--- config.mk ---
export PLATFORM = sky130hd
export DESIGN_NAME = lut_ff_mux_array
export DESIGN_NICKNAME = d
export VERILOG_FILES = /design/src/rtl/lut_ff_mux_pkg.sv /design/src/rtl/lut_ff_cell.sv /design/src/rtl/lut_ff_mux_array.sv
export SDC_FILE = /design/constraint.sdc
export NUM_CORES = 1
export LEC_CHECK = 0
export ABC_AREA = 0
export CORE_UTILIZATION = 58
export CTS_CLUSTER_SIZE = 24
export DETAILED_ROUTE_END_ITERATION = 7
export HOLD_SLACK_MARGIN = 0.02
export PLACE_DENSITY_LB_ADDON = 0.25
export SYNTH_ARGS = -nofsm -noshare
export SYNTH_HDL_FRONTEND = slang
export SYNTH_SLANG_ARGS = --single-unit
--- constraint.sdc ---
create_clock -name clk -period 2.11 [get_ports clk]
set_input_delay 0.3165 -clock clk [delete_from_list [all_inputs] [get_ports clk]]
set_output_delay 0.3165 -clock clk [all_outputs]
set_load 0.05 [all_outputs]
--- src/rtl/lut_ff_mux_pkg.sv ---
// Shared types and sizing helpers for the LUT/FF/mux channel array.
package lut_ff_mux_pkg;

  typedef enum logic [1:0] {
    IDLE   = 2'd0,
    LOAD   = 2'd1,
    COMMIT = 2'd2
  } cfg_state_e;

  // Total number of INIT bits held by the array.
  function automatic int cfg_bits(input int num_ch, input int k);
    return num_ch * (2 ** k);
  endfunction

endpackage

--- src/rtl/lut_ff_cell.sv ---
// One channel: K-input LUT read, clock-enabled flip-flop and a comb/registered output mux.
module lut_ff_cell
  import lut_ff_mux_pkg::*;
#(
  parameter int   K       = 4,
  parameter logic RST_VAL = 1'b0
) (
  input  logic              clk,
  input  logic              rst,
  input  logic [2**K-1:0]   init,
  input  logic [K-1:0]      in,
  input  logic              ce,
  input  logic              mux_sel,
  output logic              Q
);

  logic lut;
  logic ff_q;
  logic ff_d;

  assign lut = init[in];

  always_comb begin
    ff_d = ff_q;
    if (ce) ff_d = lut;
  end

  always_ff @(posedge clk) begin
    if (rst) ff_q <= RST_VAL;
    else     ff_q <= ff_d;
  end

  assign Q = mux_sel ? ff_q : lut;

endmodule

--- src/rtl/lut_ff_mux_array.sv ---
// NUM_CH LUT/FF/mux channels with a serially loaded shadow table committed atomically,
// so the active logic keeps running on the old table for the whole load.
module lut_ff_mux_array
  import lut_ff_mux_pkg::*;
#(
  parameter int   NUM_CH  = 4,
  parameter int   K       = 4,
  parameter logic RST_VAL = 1'b0
) (
  input  logic                  clk,
  input  logic                  rst,
  input  logic [NUM_CH*K-1:0]   in,
  input  logic [NUM_CH-1:0]     ce,
  input  logic [NUM_CH-1:0]     mux_sel,
  output logic [NUM_CH-1:0]     Q,
  input  logic                  cfg_start,
  input  logic                  cfg_valid,
  input  logic                  cfg_bit,
  output logic                  cfg_busy,
  output logic                  cfg_done
);

  localparam int TBL      = 2 ** K;
  localparam int CFG_BITS = cfg_bits(NUM_CH, K);
  localparam int CW       = $clog2(CFG_BITS + 1);
  localparam logic [CW-1:0] LAST_IDX = CW'(CFG_BITS - 1);

  cfg_state_e          state_q, state_d;
  logic [CFG_BITS-1:0] shadow_q, shadow_d;
  logic [CFG_BITS-1:0] act_q, act_d;
  logic [CW-1:0]       count_q, count_d;

  always_ff @(posedge clk) begin
    if (rst) begin
      state_q  <= IDLE;
      shadow_q <= '0;
      act_q    <= '0;
      count_q  <= '0;
    end else begin
      state_q  <= state_d;
      shadow_q <= shadow_d;
      act_q    <= act_d;
      count_q  <= count_d;
    end
  end

  // cfg_start outranks cfg_valid in LOAD; COMMIT ignores both.
  always_comb begin
    state_d  = state_q;
    shadow_d = shadow_q;
    act_d    = act_q;
    count_d  = count_q;
    case (state_q)
      IDLE: begin
        if (cfg_start) begin
          state_d = LOAD;
          count_d = '0;
        end
      end
      LOAD: begin
        if (cfg_start) begin
          count_d = '0;
        end else if (cfg_valid) begin
          shadow_d = {shadow_q[CFG_BITS-2:0], cfg_bit};
          count_d  = count_q + CW'(1);
          if (count_q == LAST_IDX) state_d = COMMIT;
        end
      end
      COMMIT: begin
        act_d   = shadow_q;
        state_d = IDLE;
      end
      default: state_d = IDLE;
    endcase
  end

  always_comb begin
    cfg_busy = (state_q == LOAD);
    cfg_done = (state_q == COMMIT);
  end

  for (genvar gi = 0; gi < NUM_CH; gi++) begin : g_ch
    lut_ff_cell #(
      .K       (K),
      .RST_VAL (RST_VAL)
    ) u_cell (
      .clk     (clk),
      .rst     (rst),
      .init    (act_q[gi*TBL +: TBL]),
      .in      (in[gi*K +: K]),
      .ce      (ce[gi]),
      .mux_sel (mux_sel[gi]),
      .Q       (Q[gi])
    );
  end

endmodule

==> run_summary.xml <==
<?xml version="1.0" encoding="UTF-8"?>
<metrics>
  <group name="run_status">
    <metric name="status" unit="">finished with violations</metric>
    <metric name="failed_checks" unit="">negative setup slack</metric>
  </group>
  <group name="cts">
    <metric name="cts_max_path_buffers" unit="">2</metric>
    <metric name="cts_buffers" unit="">17</metric>
    <metric name="cts_tree" unit="">yes</metric>
    <metric name="cts.sinks" unit="">141</metric>
    <metric name="cts_hold_buf" unit="">0</metric>
    <metric name="cts.reportedPaths.clkPinSlew" unit="ps">60</metric>
    <metric name="clock_insertion_delay_worst_skew" unit="ps">520</metric>
    <metric name="clock_tree.root_cell" unit="">sky130_fd_sc_hd__clkbuf_8</metric>
    <metric name="ctsHtreeMaxLevel" unit="">4</metric>
  </group>
  <group name="worst_setup_path">
    <metric name="worst_path_cell_chain" unit="">mux4_2, mux4_2, mux2_2, buf_6</metric>
    <metric name="timing.critical_path.fanout_max" unit="">2</metric>
    <metric name="cp_data_arrival_time" unit="ps">2250</metric>
    <metric name="cp.buffers_inverters" unit="">1</metric>
    <metric name="path_common_cell" unit="">sky130_fd_sc_hd__mux4_2</metric>
    <metric name="crit_path_start_kind" unit="">flip-flop</metric>
    <metric name="critPathSlowestCell" unit="">sky130_fd_sc_hd__mux4_2</metric>
    <metric name="end_kind" unit="">output pin</metric>
    <metric name="timing.reg2reg.setup_slack" unit="ps">390</metric>
    <metric name="timing.critical_path.slowest_cell_delay" unit="ps">500</metric>
    <metric name="path_class" unit="">flip-flop to output pin</metric>
    <metric name="cp_data_required_time" unit="ps">1790</metric>
    <metric name="crit_family" unit="">multiplexers</metric>
  </group>
  <group name="routing">
    <metric name="detail_route.wl_per_cell" unit="um">14.75</metric>
    <metric name="dr.first_iter.drc_count" unit="">283</metric>
    <metric name="routed_via_density" unit="">5.681</metric>
    <metric name="detailroute.via_count" unit="">4494</metric>
    <metric name="drt-total-wl" unit="um">11670</metric>
    <metric name="final_antenna_net_count" unit="">0</metric>
    <metric name="route.detailed.drc" unit="">0</metric>
    <metric name="detailedRoute.firstPassIterationCount" unit="">6</metric>
  </group>
  <group name="yosys">
    <metric name="synth_sequential_area_ratio" unit="%">51.38</metric>
    <metric name="syn_avg_cell_area" unit="um^2">8.452</metric>
    <metric name="synth_area" unit="um^2">5494</metric>
    <metric name="ys_warns" unit="">0</metric>
    <metric name="synth.most_common_cell" unit="">sky130_fd_sc_hd__nand2_1</metric>
    <metric name="synth_top_flop_cell" unit="">sky130_fd_sc_hd__dfxtp_1</metric>
    <metric name="ys_types" unit="">33</metric>
    <metric name="yosysTopAreaCell" unit="">sky130_fd_sc_hd__dfxtp_1</metric>
    <metric name="postSynthCellCount" unit="">650</metric>
    <metric name="ranking_of_synthesized_cells_by_instance_count" unit="">sky130_fd_sc_hd__nand2_1 (260), sky130_fd_sc_hd__dfxtp_1 (141), sky130_fd_sc_hd__a21oi_1 (134)</metric>
    <metric name="synth-edff-count" unit="">0</metric>
    <metric name="synth_nets" unit="">680</metric>
    <metric name="synth.ff_latch_count" unit="">141</metric>
    <metric name="yosysTopAreaCellShare" unit="%">51.38</metric>
    <metric name="synth_area_leaders" unit="">sky130_fd_sc_hd__dfxtp_1 (51%), sky130_fd_sc_hd__nand2_1 (18%), sky130_fd_sc_hd__a21oi_1 (12%), sky130_fd_sc_hd__mux4_1 (7.7%), sky130_fd_sc_hd__clkbuf_1 (2.5%)</metric>
    <metric name="async_reset_ff_share" unit="%">0</metric>
  </group>
  <group name="power_and_ir_drop">
    <metric name="worst_vdd_ir" unit="uV">659.8</metric>
    <metric name="cellPowerDensity" unit="nW/um^2">886.0</metric>
    <metric name="fin_total_pwr" unit="mW">5.739</metric>
    <metric name="p_leak" unit="nW">2.134</metric>
  </group>
  <group name="sta">
    <metric name="maximum_clock_rate" unit="GHz">0.3894</metric>
    <metric name="period_needed" unit="ps">2568</metric>
    <metric name="maxSlewHeadroom" unit="%">55.95</metric>
    <metric name="rsz0062_at_grt" unit="">true</metric>
    <metric name="period_share" unit="%">121.7</metric>
    <metric name="timing.hold.ws" unit="ps">203.4</metric>
    <metric name="count_of_pins_over_their_slew_limit" unit="">0</metric>
    <metric name="timing_hold_violations_final" unit="">0</metric>
    <metric name="fin_worst_skew" unit="ps">9.904</metric>
    <metric name="timing.final.ws_setup" unit="ps">-458.0</metric>
    <metric name="finalSetupViolCount" unit="">4</metric>
    <metric name="fin_tns_setup" unit="ps">-1763</metric>
    <metric name="worst_slew_pin_slew" unit="ps">660.7</metric>
  </group>
  <group name="cells_and_area">
    <metric name="post_layout_nonfiller_instances" unit="">791</metric>
    <metric name="finalInstanceArea" unit="um^2">6477</metric>
    <metric name="antenna_cells" unit="">0</metric>
    <metric name="area_growth_syn_to_layout" unit="%">17.90</metric>
    <metric name="final_nets" unit="">697</metric>
    <metric name="postLayoutCoreUtil" unit="%">70.44</metric>
    <metric name="drive_gt1_share" unit="%">13.09</metric>
  </group>
  <group name="floorplan">
    <metric name="die-height" unit="um">99.33</metric>
    <metric name="chipWidth" unit="um">99.33</metric>
    <metric name="boundaryPins" unit="">35</metric>
    <metric name="core_region_area" unit="um^2">9196</metric>
    <metric name="full_die_area" unit="um^2">9865</metric>
    <metric name="start_util" unit="%">59.74</metric>
    <metric name="fp-row-count" unit="">35</metric>
  </group>
  <group name="worst_hold_path">
    <metric name="class_of_the_tightest_hold_or_removal_check" unit="">input pin to flip-flop</metric>
  </group>
  <group name="grt">
    <metric name="grt_antenna_before_repair" unit="">0</metric>
    <metric name="gr-total-overflow" unit="">0</metric>
    <metric name="grt_start_max_net_pins" unit="">65</metric>
    <metric name="vias_in_the_first_global_route" unit="">4290</metric>
    <metric name="grt_first_pass_wirelength" unit="um">19960</metric>
    <metric name="groute.usage.overall" unit="%">25.38</metric>
  </group>
  <group name="flow_run">
    <metric name="maxCapViolCount" unit="">0</metric>
  </group>
  <group name="placed_design">
    <metric name="dpl.cell_count" unit="">758</metric>
    <metric name="dp_hpwl" unit="um">6999</metric>
    <metric name="gp_routability_congestion" unit="">0.8254</metric>
    <metric name="placed_area" unit="um^2">5902</metric>
    <metric name="dp_worst_setup_slack" unit="ps">-655.6</metric>
    <metric name="buffer_ports.inserted" unit="">34</metric>
  </group>
</metrics>
-- timing repair --
item / in CTS / in global routing
endpoints found under the hold margin: 0 / 0
setup endpoints to repair: 5 / 5
setup buffers: 1 / 0
resized for setup: 38 / 5
-- area by class of cell --
cell class | count | area [um^2]
clock buffers | 20 | 445.4
clock inverters | 12 | 133.9
fillers | 734 | 2719
inverters | 2 | 11.26
multi-input cells | 459 | 2426
flip-flops and latches | 141 | 2836
well taps | 111 | 138.9
repair buffers | 46 | 485.5
-- flip-flops by register name, indices dropped and copies added, names as in the netlist --
| signal | count |
|---|---|
| act_q | 64 |
| g_ch.u_cell.ff_q | 4 |
| state_q | 2 |
| count_q | 7 |
| shadow_q | 64 |
-- power breakdown --
part           leakage [nW]  switching [mW]  total, mW  internal [mW]
Combinational         0.722           0.108      0.193         0.0849
Clock                 0.270            1.13       2.88           1.75
Sequential             1.14         0.00284       2.67           2.66
-- worst register-to-register path, delay by kind of cell, from the launching register on --
kind,cells,cell delay [ps]
muxes,3,1070
buffers and inverters,1,150
DFF,1,330
and+or+nand+nor,1,50
-- path summary, 6_finish.rpt --
path,start,to,cells past startpoint
setup / recovery,act_q[63]$_SDFFE_PP0P_,Q[3],4
hold / removal,rst,shadow_q[38]$_SDFFE_PP0P_,2
setup reg to reg,act_q[0]$_SDFFE_PP0P_,g_ch[0].u_cell.ff_q$_SDFFE_PP0P_,5
hold reg to reg,shadow_q[63]$_SDFFE_PP0P_,act_q[63]$_SDFFE_PP0P_,2
-- layout by cell type, fill, tap and decap left out, drive strengths merged, types with 2 or more instances in the layout --
master	netlist	final
clkdlybuf4s50	0	23
mux2	4	4
inv	2	4
a21oi	134	134
nor2	9	9
clkinv	0	2
or3	2	2
clkinvlp	0	6
clkbuf	36	20
mux2i	4	4
nor3	3	3
buf	12	18
nand3	3	3
nor2b	2	2
nand2	260	260
nand3b	2	2
o21ai	3	3
mux4	20	20
dfxtp	141	141
dlygate4sd2	0	5
bufinv	0	2
-- routing by layer --
layer	up-vias	track usage [%]	wire [um]	share of wire [%]
met5	-	0	0	0
met4	0	9.389	233	2.0
met3	26	5.692	460	3.9
met2	99	43.38	5884	50
met1	2171	31.54	5089	44
li1	2198	-	-	-
-- logic make-up (layout without fill, tap and decap cells) --
family          Yosys count  after routing  share of synthesized area, %
compound gates          140            140                         12.94
simple gates            289            289                         20.70
xor+xnor                  1              1                        0.1594
fa+ha+maj                 1              1                        0.2277
mux                      28             28                         10.84
flops                   141            141                         51.38
buf+inv                  50             80                         3.758
Note: power is estimated with default switching activity, not from simulation.
